File: src/rtl/pwm_multich_if.sv
// rtl/pwm_multich_if.sv - duty write handshake between a register master and pwm_multich
// Master drives the channel/duty request; the PWM block answers with wr_ready.
interface pwm_multich_if #(
  parameter int CH    = 3,
  parameter int WIDTH = 8
);
  localparam int CHW = (CH > 1) ? $clog2(CH) : 1;

  logic             wr_valid;
  logic             wr_ready;
  logic [CHW-1:0]   wr_ch;
  logic [WIDTH-1:0] wr_duty;

  modport master (output wr_valid, output wr_ch, output wr_duty, input wr_ready);
  modport slave  (input wr_valid, input wr_ch, input wr_duty, output wr_ready);
endinterface

File: src/rtl/pwm_multich.sv
// rtl/pwm_multich.sv - multichannel PWM with prescaler, shadowed duty registers and servo mode
// Optional macro PWM_POLARITY_EN adds per-channel output polarity input pol.
module pwm_multich #(
  parameter int CH      = 3,
  parameter int WIDTH   = 8,
  parameter int PRESC_W = 16
) (
  input  logic               clk,
  input  logic               rst_n,
  input  logic               ena,
  input  logic [PRESC_W-1:0] presc,
  input  logic               servo,
`ifdef PWM_POLARITY_EN
  input  logic [CH-1:0]      pol,
`endif
  pwm_multich_if.slave       wr,
  output logic [CH-1:0]      pwm_out,
  output logic               period_tick
);

  localparam int CHW = (CH > 1) ? $clog2(CH) : 1;
  localparam logic [WIDTH-1:0] CNT_MAX = '1;
  localparam logic [WIDTH:0] SERVO_BASE = (WIDTH+1)'(1 << (WIDTH - 4));

  logic [PRESC_W-1:0] presc_cnt_q, presc_cnt_d;
  logic [WIDTH-1:0]   cnt_q, cnt_d;
  logic [WIDTH-1:0]   shadow_q [CH];
  logic [WIDTH-1:0]   shadow_d [CH];
  logic [WIDTH-1:0]   active_q [CH];
  logic [WIDTH-1:0]   active_d [CH];
  logic               servo_q, servo_d;
  logic               period_tick_q, period_tick_d;
  logic [CH-1:0]      raw_q, raw_d;
  logic [WIDTH:0]     thr;
  logic               tick;
  logic               commit;
  logic               wr_fire;

  // A presc lowered beneath the running count reloads without ticking.
  always_comb begin
    tick        = 1'b0;
    presc_cnt_d = presc_cnt_q;
    if (ena) begin
      if (presc_cnt_q == presc) begin
        tick        = 1'b1;
        presc_cnt_d = '0;
      end else if (presc_cnt_q > presc) begin
        presc_cnt_d = '0;
      end else begin
        presc_cnt_d = presc_cnt_q + PRESC_W'(1);
      end
    end
  end

  assign commit      = tick && (cnt_q == CNT_MAX);
  assign cnt_d       = tick ? cnt_q + WIDTH'(1) : cnt_q;
  assign wr.wr_ready = rst_n && ena && !commit;
  assign wr_fire     = wr.wr_valid && wr.wr_ready;

  always_comb begin
    servo_d       = commit ? servo : servo_q;
    period_tick_d = commit;
    for (int i = 0; i < CH; i++) begin
      shadow_d[i] = shadow_q[i];
      if (wr_fire && (wr.wr_ch == CHW'(i))) begin
        shadow_d[i] = wr.wr_duty;
      end
      active_d[i] = commit ? shadow_q[i] : active_q[i];
    end
  end

  // All-ones duty in linear mode means 100%, which a strict compare cannot reach.
  always_comb begin
    thr   = '0;
    raw_d = '0;
    for (int i = 0; i < CH; i++) begin
      if (servo_q) begin
        thr = SERVO_BASE + {5'b0, active_q[i][WIDTH-1:4]};
      end else begin
        thr = {1'b0, active_q[i]};
      end
      raw_d[i] = (!servo_q && (active_q[i] == CNT_MAX)) || ({1'b0, cnt_q} < thr);
    end
  end

  always_ff @(posedge clk or negedge rst_n) begin
    if (!rst_n) begin
      presc_cnt_q   <= '0;
      cnt_q         <= '0;
      servo_q       <= 1'b0;
      period_tick_q <= 1'b0;
      raw_q         <= '0;
      for (int i = 0; i < CH; i++) begin
        shadow_q[i] <= '0;
        active_q[i] <= '0;
      end
    end else begin
      presc_cnt_q   <= presc_cnt_d;
      cnt_q         <= cnt_d;
      servo_q       <= servo_d;
      period_tick_q <= period_tick_d;
      raw_q         <= raw_d;
      for (int i = 0; i < CH; i++) begin
        shadow_q[i] <= shadow_d[i];
        active_q[i] <= active_d[i];
      end
    end
  end

  assign period_tick = period_tick_q && ena;

`ifdef PWM_POLARITY_EN
  assign pwm_out = (raw_q & {CH{ena}}) ^ pol;
`else
  assign pwm_out = raw_q & {CH{ena}};
`endif

endmodule

File: src/flat_wrapper.sv
// flat-port wrapper written by rule: the top's interface ports become plain ports
module pwm_multich_flat 
#(
  parameter int CH      = 3,
  parameter int WIDTH   = 8,
  parameter int PRESC_W = 16
)
  (clk, rst_n, ena, presc, servo, pwm_out, period_tick, wr_wr_valid, wr_wr_ch, wr_wr_duty, wr_wr_ready);
  pwm_multich_if #(.CH(CH), .WIDTH(WIDTH)) wr_i ();
  input  logic clk;
  input  logic rst_n;
  input  logic ena;
  input  logic [PRESC_W-1:0] presc;
  input  logic servo;
  output logic [CH-1:0] pwm_out;
  output logic period_tick;
  input wire logic [$bits(wr_i.wr_valid)-1:0] wr_wr_valid;
  input wire logic [$bits(wr_i.wr_ch)-1:0] wr_wr_ch;
  input wire logic [$bits(wr_i.wr_duty)-1:0] wr_wr_duty;
  output wire logic [$bits(wr_i.wr_ready)-1:0] wr_wr_ready;
  assign wr_i.wr_valid = wr_wr_valid;
  assign wr_i.wr_ch = wr_wr_ch;
  assign wr_i.wr_duty = wr_wr_duty;
  assign wr_wr_ready = wr_i.wr_ready;
  pwm_multich #(.CH(CH), .WIDTH(WIDTH), .PRESC_W(PRESC_W)) u_core (.clk(clk), .rst_n(rst_n), .ena(ena), .presc(presc), .servo(servo), .wr(wr_i), .pwm_out(pwm_out), .period_tick(period_tick));
endmodule
File: config.mk
export PLATFORM = sky130hd
export DESIGN_NAME = pwm_multich_flat
export DESIGN_NICKNAME = d
export VERILOG_FILES = /design/src/rtl/pwm_multich_if.sv /design/src/rtl/pwm_multich.sv /design/src/flat_wrapper.sv
export SDC_FILE = /design/constraint.sdc
export NUM_CORES = 1
export LEC_CHECK = 0
export CORE_ASPECT_RATIO = 0.75
export CORE_UTILIZATION = 45
export CTS_BUF_LIST = sky130_fd_sc_hd__clkbuf_4
export CTS_CLUSTER_SIZE = 20
export DETAILED_ROUTE_END_ITERATION = 8
export PLACE_DENSITY = 0.71
export SYNTH_ARGS = -nofsm -noshare
export SYNTH_HDL_FRONTEND = slang
export SYNTH_SLANG_ARGS = --single-unit
File: constraint.sdc
create_clock -name clk -period 5.1 [get_ports clk]
set_input_delay 1.275 -clock clk [delete_from_list [all_inputs] [get_ports clk]]
set_output_delay 1.275 -clock clk [all_outputs]
set_load 0.01 [all_outputs]
### After elaboration in Yosys (flattened, before gate mapping)

Cells that the tools add are included.
Widths: inputs -> output; s select.

* logic and storage cells: 52
* output and inout port bits: 5
* register bits: 77

* eq/ne operators: 7
* bitwise operators: 1
* order comparisons: 4
* reductions and logical operators: 17
* add/subtract/negate cells: 5
* muxes and demuxes: 7

Operators with widths (count)
* $eq 8x8->1 const B: 4
* $mux 16: 2
* $lt 8x9->1: 3
* $mux 9: 3
* $add 5x4->6 const A: 3
* $add 16x1->16 const B: 1
* $eq 16x16->1: 1
* $gt 16x16->1: 1
* $logic_and 1x1->1: 11
* $add 8x1->8 const B: 1
* $and 3x3->3: 1
* $logic_or 1x1->1: 3
* $eq 2x1->1 const B: 1
* $eq 2x2->1 const B: 1
* $logic_not 1->1: 2
* $logic_not 2->1: 1
* $mux 1: 2

### Depth between registers and ports, before layout

Gate-level depths: netlist of run 1.

* word-level depth: 8
* mapped depth: 9
* gate-level depth less buffers: 7

### Least setup slack after synthesis of run 1

Ideal clock, no wire load.

* path type: input port to output port
* from: in presc[11]
* to: out wr_wr_ready
* cell stages on the path: 7
* path buffers: 0
* slack: 1.316 ns
* arrival: 2.509 ns
* cell sequence: inv_1 > ha_1 > and4_1 > nand2_1 > or4_1 > nor2_1 > nor2_1

* cells in the longest elaborated chain, start to end: 6

RTL lines
* from (decl): RTL line flat_wrapper.sv:13 `input logic [PRESC_W-1:0] presc;`
* $eq 16x16->1: RTL line pwm_multich.sv:44 `if (presc_cnt_q == presc) begin`
* $mux 1: RTL line pwm_multich.sv:44
* $mux 1: RTL line pwm_multich.sv:43 `if (ena) begin`
* $logic_and 1x1->1: RTL line pwm_multich.sv:55 `assign commit = tick && (cnt_q == CNT_MAX);`
* net u_core.commit: RTL line pwm_multich.sv:36 `logic commit;`
* $logic_not 1->1: RTL line pwm_multich.sv:57 `assign wr.wr_ready = rst_n && ena && !commit;`
* $logic_and 1x1->1: RTL line pwm_multich.sv:57
* to (decl): RTL line flat_wrapper.sv:20 `output wire logic [$bits(wr_i.wr_ready)-1:0] wr_wr_ready;`

The timed path passes the listed nets, and every way through them passes these cells.

### Final worst setup path of run 1

* from: in presc[9]
* to: out wr_wr_ready

The elaborated chain is that of the path after synthesis.

==> impl_metrics.xml, run 1 <==
<?xml version="1.0" encoding="UTF-8"?>
<metrics>
  <group name="run_status">
    <metric name="outcome" unit="">complete, no violations</metric>
  </group>
  <group name="timing">
    <metric name="timing.final.max_slew_violations" unit="">0</metric>
    <metric name="final.setup.tns" unit="ns">0</metric>
    <metric name="number_of_setup_violations_in_the_final_report" unit="">0</metric>
    <metric name="worst_slack" unit="ns">0.294</metric>
    <metric name="worst_clock_skew" unit="ns">0.0232</metric>
    <metric name="timing_worst_slew_pin_value" unit="ns">1.11</metric>
    <metric name="timing.fmax" unit="GHz">0.208</metric>
    <metric name="rsz0062_at_grt" unit="">false</metric>
    <metric name="report.final.hold_viol_count" unit="">0</metric>
    <metric name="finalCritPeriodShare" unit="%">94.2</metric>
    <metric name="finalCriticalPeriod" unit="ns">4.81</metric>
    <metric name="worst_slew_margin_rel" unit="%">25.7</metric>
  </group>
  <group name="yosys">
    <metric name="netlist-cell-type-count" unit="">46</metric>
    <metric name="muxShareOfSynthArea" unit="%">16.2</metric>
    <metric name="synth_warnings" unit="">0</metric>
    <metric name="synthXorXnorAreaFrac" unit="%">1.76</metric>
    <metric name="syn_avg_cell_area" unit="um^2">11.0</metric>
    <metric name="synth-edff-count" unit="">0</metric>
    <metric name="async_flop_share" unit="%">100</metric>
    <metric name="synth-adder-area-share" unit="%">10.9</metric>
    <metric name="post_synthesis_simple_gate_area_fraction" unit="%">13.9</metric>
    <metric name="post-synth-top-area-fraction" unit="%">43.1</metric>
    <metric name="synthesis.area" unit="um^2">4470</metric>
    <metric name="synth_flop_cell" unit="">sky130_fd_sc_hd__dfrtp_1</metric>
    <metric name="yosysSeqAreaShare" unit="%">43.1</metric>
    <metric name="synth_compound_area_share" unit="%">9.90</metric>
    <metric name="ys_ff_latch" unit="">77</metric>
    <metric name="synth_top_family_by_area" unit="">multiplexers</metric>
    <metric name="synth_area_leaders" unit="">sky130_fd_sc_hd__dfrtp_1 43%, sky130_fd_sc_hd__ha_1 11%, sky130_fd_sc_hd__mux2_2 11%</metric>
    <metric name="netlist_instances" unit="">406</metric>
    <metric name="synth_top_cell_by_area" unit="">sky130_fd_sc_hd__dfrtp_1</metric>
    <metric name="synthesis.nets" unit="">476</metric>
  </group>
  <group name="power">
    <metric name="total_power" unit="mW">1.38</metric>
    <metric name="peakVddDrop" unit="mV">0.109</metric>
    <metric name="power.leakage" unit="nW">2.26</metric>
    <metric name="p_per_area" unit="nW/um^2">273</metric>
  </group>
  <group name="placed_design">
    <metric name="gp_routability_congestion" unit="">0.819</metric>
    <metric name="portBuffers" unit="">35</metric>
    <metric name="dpl.hpwl" unit="mm">7.15</metric>
    <metric name="place_area" unit="um^2">4960</metric>
    <metric name="preCtsSetupSlack" unit="ns">0.274</metric>
    <metric name="post-place-cells" unit="">565</metric>
  </group>
  <group name="floorplanning">
    <metric name="design.die.area" unit="um^2">10300</metric>
    <metric name="io-pin-count" unit="">36</metric>
    <metric name="coreArea" unit="um^2">9660</metric>
    <metric name="dieWidth" unit="um">117</metric>
    <metric name="fp.dieH" unit="um">88.4</metric>
    <metric name="row_count" unit="">31</metric>
    <metric name="effective_utilization_at_floorplan" unit="%">46.3</metric>
  </group>
  <group name="global_route">
    <metric name="total_global_route_track_usage" unit="%">20.1</metric>
    <metric name="initial_antenna_violation_count" unit="">0</metric>
    <metric name="grt_pass1_vias" unit="">3172</metric>
    <metric name="wire_length_of_the_first_global_routing_pass" unit="mm">15.7</metric>
    <metric name="grt_overflow" unit="">0</metric>
    <metric name="maximum_number_of_pins_on_one_net_before_global_route_repair" unit="">48</metric>
  </group>
  <group name="final_layout">
    <metric name="flow.area_growth_from_synthesis" unit="%">13.5</metric>
    <metric name="num_antenna_cells" unit="">0</metric>
    <metric name="fin_cells" unit="">581</metric>
    <metric name="nNetsFinal" unit="">514</metric>
    <metric name="layout-drive-gt1-share" unit="%">16.7</metric>
    <metric name="stdcell_area" unit="um^2">5080</metric>
    <metric name="multi_input_area" unit="um^2">2360</metric>
    <metric name="num-fill-cells" unit="">848</metric>
    <metric name="seqCellArea" unit="um^2">1930</metric>
  </group>
  <group name="cts">
    <metric name="cts.sink_count" unit="">77</metric>
    <metric name="cts.root.buffer_cell" unit="">sky130_fd_sc_hd__clkbuf_4</metric>
    <metric name="h_tree_lvls" unit="">3</metric>
    <metric name="clkLatencyLatePin" unit="ns">0.43</metric>
    <metric name="cts_buffer_depth" unit="">2</metric>
    <metric name="cts_inserted_buffers" unit="">9</metric>
    <metric name="cts_repair_resize_count" unit="">0</metric>
    <metric name="cts_setup_buffers" unit="">0</metric>
    <metric name="clk_pin_slew_worst_paths" unit="ns">0.12</metric>
    <metric name="ctsHoldBuffers" unit="">0</metric>
    <metric name="clock_tree_from_tritoncts" unit="">done</metric>
  </group>
  <group name="job">
    <metric name="timing.max_cap.violations" unit="">0</metric>
  </group>
  <group name="worst_setup_path">
    <metric name="wp_data_required" unit="ns">3.83</metric>
    <metric name="worst-path-max-fanout" unit="">3</metric>
    <metric name="timing.critical_path.from_type" unit="">input port</metric>
    <metric name="timing.critical_path.arrival" unit="ns">3.53</metric>
    <metric name="timing.setup.critical_path_class" unit="">input port to output pin</metric>
    <metric name="timing.critical_path.to_type" unit="">output pin</metric>
  </group>
  <group name="drt">
    <metric name="detailroute.via_count" unit="">3248</metric>
    <metric name="detail_route.vias_per_cell" unit="">5.59</metric>
    <metric name="route.detailed.wl_per_inst" unit="um">16.4</metric>
    <metric name="drtAntennaViolNets" unit="">0</metric>
    <metric name="drt-pass1-iter-count" unit="">4</metric>
    <metric name="detail_route.drc_violations" unit="">0</metric>
    <metric name="routed_wirelength" unit="mm">9.53</metric>
    <metric name="initialDrtViolationCount" unit="">172</metric>
  </group>
  <group name="hold_path">
    <metric name="timing.hold.worst.class" unit="">flip-flop to flip-flop</metric>
  </group>
</metrics>
cell families after synthesis:
kind of cell / count (synthesis)
buf+inv: 46
mux: 63
compound gates: 60
fa+ha+maj: 39
xor+xnor: 9
flops: 77
simple gates: 112
cells in the mapped netlist (4+ instances only):
cell	count
sky130_fd_sc_hd__and2_1	5
sky130_fd_sc_hd__o221ai_1	10
sky130_fd_sc_hd__xnor2_1	8
sky130_fd_sc_hd__o2111ai_1	5
sky130_fd_sc_hd__mux2_2	42
sky130_fd_sc_hd__nor2_1	18
sky130_fd_sc_hd__dfrtp_1	77
sky130_fd_sc_hd__clkbuf_1	9
sky130_fd_sc_hd__nand4_1	14
sky130_fd_sc_hd__and4_1	4
sky130_fd_sc_hd__nor3_1	4
sky130_fd_sc_hd__nand2b_1	12
sky130_fd_sc_hd__nand3_1	11
sky130_fd_sc_hd__nand2_1	27
sky130_fd_sc_hd__inv_1	33
sky130_fd_sc_hd__mux2i_1	13
sky130_fd_sc_hd__ha_1	39
sky130_fd_sc_hd__a21oi_1	8
sky130_fd_sc_hd__mux2_4	8
sky130_fd_sc_hd__o21ai_0	11
sky130_fd_sc_hd__and3_1	4
sky130_fd_sc_hd__o211ai_1	7
placed cells by master (no fill, tap or decap), drive strengths merged, types with 2 or more instances in the layout:
cell type	instances
or3	2
ha	39
buf	6
nand2	27
and2	6
o21ai	12
xnor2	8
and4	4
and3	4
clkdlybuf4s50	34
nor2	18
o2bb2ai	3
mux2i	13
nand2b	12
nor3b	3
o32a	3
nand3	11
o211ai	7
o41ai	3
clkbuf	10
nand4	15
o2111ai	5
nor3	4
o22ai	3
clkinvlp	2
or4	3
o221ai	10
mux2	50
a21oi	8
dfrtp	77
inv	36
routing by layer:
layer / GRT usage, % / vias to the layer above / wire length [um]
li1: - / 1570 / -
met1: 28.7 / 1593 / 4720
met2: 31.0 / 71 / 4260
met3: 4.18 / 14 / 403
met4: 5.75 / 0 / 143
met5: 0 / - / 0
registers in the layout, indices dropped and copies added, names as in the netlist:
name and cells:
u_core.active_q 24, u_core.shadow_q 24, u_core.presc_cnt_q 16, u_core.cnt_q 8, u_core.raw_q 3, u_core.period_tick_q 1
u_core.servo_q 1
report_power, final:
part,switching [mW],internal (mW),total (mW)
logic,0.144,0.145,0.289
clock network,0.219,0.109,0.329
registers,0.0805,0.687,0.767
final timing paths:
path	start	depth (start not counted)	slack, ns	end
max in group asynchronous	rst_n	2	3.38	u_core.shadow_q[14]
min in group asynchronous	rst_n	1	0.78	u_core.servo_q
max reg2reg	u_core.presc_cnt_q[7]	7	2.19	u_core.shadow_q[16]
min	u_core.shadow_q[2]	1	0.52	u_core.shadow_q[2]
max	presc[9]	9	0.29	wr_wr_ready
min reg2reg	u_core.shadow_q[2]	1	0.52	u_core.shadow_q[2]
stage by stage:
step	hold slack [ns]	util, %
5_1_grt	0.537	52.6
3_3_place_gp	0.483	51.3
4_1_cts	0.521	52.6
6_report	0.516	52.6
3_5_place_dp	0.489	51.3
2_1_floorplan	0.475	-
worst max-delay path, cell delays in order:
cell and delay (ns):
sky130_fd_sc_hd__clkdlybuf4s50_1 0.45, sky130_fd_sc_hd__inv_1 0.05, sky130_fd_sc_hd__ha_1 0.30, sky130_fd_sc_hd__and4_1 0.22, sky130_fd_sc_hd__nand2_1 0.08, sky130_fd_sc_hd__or4_1 0.46
sky130_fd_sc_hd__nor2_1 0.16, sky130_fd_sc_hd__nor2_1 0.06, sky130_fd_sc_hd__clkdlybuf4s50_1 0.48
final cells by class:
| cell class | instances | area share (%) |
|---|---|---|
| flip-flops and latches | 77 | 37.9 |
| clock inverters | 6 | 0.887 |
| inverters | 33 | 2.44 |
| multi-input cells | 283 | 46.4 |
| repair buffers | 40 | 7.59 |
| clock buffers | 10 | 1.48 |
| well taps | 132 | 3.25 |
Power figures use the tool's default switching activity.
==> run 2: changes to the inputs <==
- ABC_AREA: not set -> 1
- CTS_CLUSTER_SIZE: 20 -> 12
==> run 2 against run 1 <==
- non-clock buffer count decreased by 2
- hold slack got worse by 0.039 ns
- utilization increased by 0.061 points
- count of clock-buffer cells in the layout decreased by 1
- critical endpoint unchanged
==> impl_metrics.xml, run 2 <==
<?xml version="1.0" encoding="UTF-8"?>
<metrics>
  <group name="timing">
    <metric name="timing_worst_slew_pin_value" unit="ns">0.948</metric>
    <metric name="number_of_setup_violations_in_the_final_report" unit="">0</metric>
    <metric name="worst_slew_margin_rel" unit="%">36.8</metric>
    <metric name="finalCritPeriodShare" unit="%">90.3</metric>
    <metric name="timing.final.max_slew_violations" unit="">0</metric>
    <metric name="finalCriticalPeriod" unit="ns">4.61</metric>
    <metric name="timing.fmax" unit="GHz">0.217</metric>
    <metric name="rsz0062_at_grt" unit="">false</metric>
    <metric name="final.setup.tns" unit="ns">0</metric>
    <metric name="report.final.hold_viol_count" unit="">0</metric>
    <metric name="worst_clock_skew" unit="ns">0.0148</metric>
  </group>
  <group name="global_route">
    <metric name="maximum_number_of_pins_on_one_net_before_global_route_repair" unit="">78</metric>
    <metric name="wire_length_of_the_first_global_routing_pass" unit="mm">17.1</metric>
    <metric name="total_global_route_track_usage" unit="%">21.0</metric>
    <metric name="grt_overflow" unit="">0</metric>
    <metric name="grt_pass1_vias" unit="">3477</metric>
    <metric name="initial_antenna_violation_count" unit="">0</metric>
  </group>
  <group name="power">
    <metric name="p_per_area" unit="nW/um^2">259</metric>
    <metric name="cell_internal_pwr" unit="mW">0.923</metric>
    <metric name="power_switching_share" unit="%">30.1</metric>
    <metric name="seqPwrFrac" unit="%">56.2</metric>
    <metric name="peakVddDrop" unit="mV">0.169</metric>
    <metric name="power.leakage" unit="nW">2.64</metric>
    <metric name="combPwrFrac" unit="%">16.8</metric>
    <metric name="power.share.clock" unit="%">27.1</metric>
    <metric name="net-switching-power" unit="mW">0.397</metric>
  </group>
  <group name="yosys">
    <metric name="yosysSeqAreaShare" unit="%">42.7</metric>
    <metric name="netlist-cell-type-count" unit="">32</metric>
    <metric name="synth_warnings" unit="">0</metric>
    <metric name="synth_top_family_by_area" unit="">simple AND/OR/NAND/NOR gates</metric>
    <metric name="synth_flop_cell" unit="">sky130_fd_sc_hd__dfrtp_1</metric>
    <metric name="synth-adder-area-share" unit="%">10.8</metric>
    <metric name="synth_top_cell_by_area" unit="">sky130_fd_sc_hd__dfrtp_1</metric>
    <metric name="synthesis.nets" unit="">640</metric>
    <metric name="synth_area_leaders" unit="">sky130_fd_sc_hd__dfrtp_1 43%, sky130_fd_sc_hd__nand2_1 17%, sky130_fd_sc_hd__ha_1 11%</metric>
    <metric name="muxShareOfSynthArea" unit="%">0.943</metric>
    <metric name="ys_ff_latch" unit="">77</metric>
    <metric name="synth-edff-count" unit="">0</metric>
    <metric name="async_flop_share" unit="%">100</metric>
    <metric name="netlist_instances" unit="">570</metric>
    <metric name="leading_post_synthesis_cells_by_instance_count" unit="">209 x sky130_fd_sc_hd__nand2_1, 77 x sky130_fd_sc_hd__dfrtp_1, 54 x sky130_fd_sc_hd__inv_1</metric>
    <metric name="synthesis.area" unit="um^2">4510</metric>
    <metric name="post-synth-top-area-fraction" unit="%">42.7</metric>
    <metric name="synthXorXnorAreaFrac" unit="%">3.11</metric>
    <metric name="syn_avg_cell_area" unit="um^2">7.92</metric>
    <metric name="post_synthesis_simple_gate_area_fraction" unit="%">28.0</metric>
    <metric name="most_repeated_cell_in_the_gate_level_netlist_after_synthesis" unit="">sky130_fd_sc_hd__nand2_1</metric>
    <metric name="synth_compound_area_share" unit="%">8.18</metric>
  </group>
  <group name="drt">
    <metric name="drt-pass1-iter-count" unit="">6</metric>
    <metric name="detailroute.via_count" unit="">3777</metric>
    <metric name="drtAntennaViolNets" unit="">0</metric>
    <metric name="detail_route.vias_per_cell" unit="">5.08</metric>
    <metric name="detail_route.drc_violations" unit="">0</metric>
    <metric name="routed_wirelength" unit="mm">9.95</metric>
    <metric name="route.detailed.wl_per_inst" unit="um">13.4</metric>
    <metric name="initialDrtViolationCount" unit="">211</metric>
  </group>
  <group name="cts">
    <metric name="cts_repair_resize_count" unit="">0</metric>
    <metric name="cts_setup_buffers" unit="">0</metric>
    <metric name="cts_inserted_buffers" unit="">9</metric>
    <metric name="clk_pin_slew_worst_paths" unit="ns">0.13</metric>
    <metric name="cts.sink_count" unit="">77</metric>
    <metric name="ctsHoldBuffers" unit="">0</metric>
    <metric name="h_tree_lvls" unit="">3</metric>
    <metric name="clkLatencyLatePin" unit="ns">0.44</metric>
    <metric name="cts.root.buffer_cell" unit="">sky130_fd_sc_hd__clkbuf_4</metric>
    <metric name="cts_buffer_depth" unit="">2</metric>
    <metric name="clock_tree_from_tritoncts" unit="">done</metric>
  </group>
  <group name="worst_setup_path">
    <metric name="wp_data_required" unit="ns">3.83</metric>
    <metric name="critical_path.max_stage_delay" unit="ns">0.46</metric>
    <metric name="timing.critical_path.from_type" unit="">input port</metric>
    <metric name="timing.critical_path.arrival" unit="ns">3.33</metric>
    <metric name="critical_path.cell_chain" unit="">clkdlybuf4s50_1 &gt; inv_1 &gt; ha_1 &gt; nand2_1 &gt; nor2_1 &gt; nand2_1 &gt; nor2_4 &gt; nand3_4 &gt; nand2_1 &gt; inv_1 &gt; clkdlybuf4s50_1</metric>
    <metric name="critical_path.slowest_cell" unit="">sky130_fd_sc_hd__clkdlybuf4s50_1</metric>
    <metric name="ff2ff_path_depth" unit="">9</metric>
    <metric name="crit_top_cell" unit="">sky130_fd_sc_hd__nand2_1</metric>
    <metric name="worst-path-max-fanout" unit="">4</metric>
    <metric name="timing.setup.critical_path_class" unit="">input port to output pin</metric>
    <metric name="timing.critical_path.to_type" unit="">output pin</metric>
  </group>
  <group name="final_layout">
    <metric name="layout-drive-gt1-share" unit="%">6.21</metric>
    <metric name="nNetsFinal" unit="">678</metric>
    <metric name="commonest_cells_after_routing_fill_and_taps_aside" unit="">209 x sky130_fd_sc_hd__nand2_1, 77 x sky130_fd_sc_hd__dfrtp_1, 54 x sky130_fd_sc_hd__inv_1</metric>
    <metric name="flow.area_growth_from_synthesis" unit="%">13.1</metric>
    <metric name="stdcell_area" unit="um^2">5100</metric>
    <metric name="layout_top_registers" unit="">u_core.active_q (24), u_core.shadow_q (24), u_core.presc_cnt_q (16)</metric>
    <metric name="final_common_cell" unit="">sky130_fd_sc_hd__nand2_1</metric>
    <metric name="final_util" unit="%">52.6</metric>
    <metric name="num_antenna_cells" unit="">0</metric>
  </group>
  <group name="placed_design">
    <metric name="gp_routability_congestion" unit="">0.875</metric>
    <metric name="dpl.hpwl" unit="mm">7.51</metric>
    <metric name="place_area" unit="um^2">4970</metric>
    <metric name="portBuffers" unit="">35</metric>
  </group>
  <group name="hold_path">
    <metric name="timing.hold.worst.class" unit="">flip-flop to flip-flop</metric>
    <metric name="worstHoldPathCells" unit="">2</metric>
  </group>
  <group name="floorplanning">
    <metric name="coreArea" unit="um^2">9700</metric>
    <metric name="dieWidth" unit="um">118</metric>
    <metric name="io-pin-count" unit="">36</metric>
    <metric name="design.die.area" unit="um^2">10400</metric>
    <metric name="fp.dieH" unit="um">88.7</metric>
    <metric name="row_count" unit="">31</metric>
    <metric name="effective_utilization_at_floorplan" unit="%">46.5</metric>
  </group>
  <group name="job">
    <metric name="timing.max_cap.violations" unit="">0</metric>
  </group>
  <group name="run_status">
    <metric name="outcome" unit="">complete, no violations</metric>
  </group>
</metrics>
run 2: cell families (layout without fill, tap and decap cells):
family,Yosys count,in the layout
AND/OR/NAND/NOR,300,300
flip-flops,77,77
AO/OA/AOI/OAI,68,68
buffers and inverters,66,108
adder cells (fa/ha/maj),39,39
XOR/XNOR,16,16
multiplexers,4,4
run 2: worst max-delay path: cells and delay by family:
family	cells	cell delay, ns
simple gates	6	0.76
buf+inv	4	1.00
fa+ha+maj	1	0.29
run 2: path summary, 6_finish.rpt:
path	from	end	slack, ns
setup / recovery	presc[7]	wr_wr_ready	0.49
hold / removal	u_core.shadow_q[5]	u_core.active_q[5]	0.48
setup reg to reg	u_core.presc_cnt_q[7]	u_core.active_q[16]	2.56
hold reg to reg	u_core.shadow_q[5]	u_core.active_q[5]	0.48
max in group asynchronous	rst_n	u_core.shadow_q[2]	3.42
min in group asynchronous	rst_n	u_core.active_q[14]	1.08
run 2: through the flow:
step	setup slack [ns]	hold slack [ns]	instances	power [mW]
2_1_floorplan	1.34	0.442	570	0.882
3_3_place_gp	0.604	0.463	729	0.963
3_5_place_dp	0.497	0.459	729	0.975
4_1_cts	0.490	0.478	744	1.34
5_1_grt	0.364	0.512	744	1.41
6_report	0.493	0.477	744	1.32
run 2: cell type report:
class,count,area (um^2)
clock buffer,9,67.6
sequential,77,1930
tap,132,165
multi-input combinational,427,2300
timing repair buffer,38,370
clock inverter,6,65.1
inverter,55,206
fill,958,4590
run 2: power by group through the flow:
stage	Sequential (mW)	Combinational, mW	Clock (mW)
2_1_floorplan	0.733	0.149	0
3_3_place_gp	0.752	0.211	0
3_5_place_dp	0.752	0.223	0
4_1_cts	0.741	0.224	0.373
5_1_grt	0.750	0.261	0.397
6_report	0.742	0.221	0.357
run 2: per-layer routing:
layer	routed length (um)	track usage (%)
met5	0	0
met3	571	4.83
met1	4950	30.9
met2	4330	31.1
met4	102	5.48
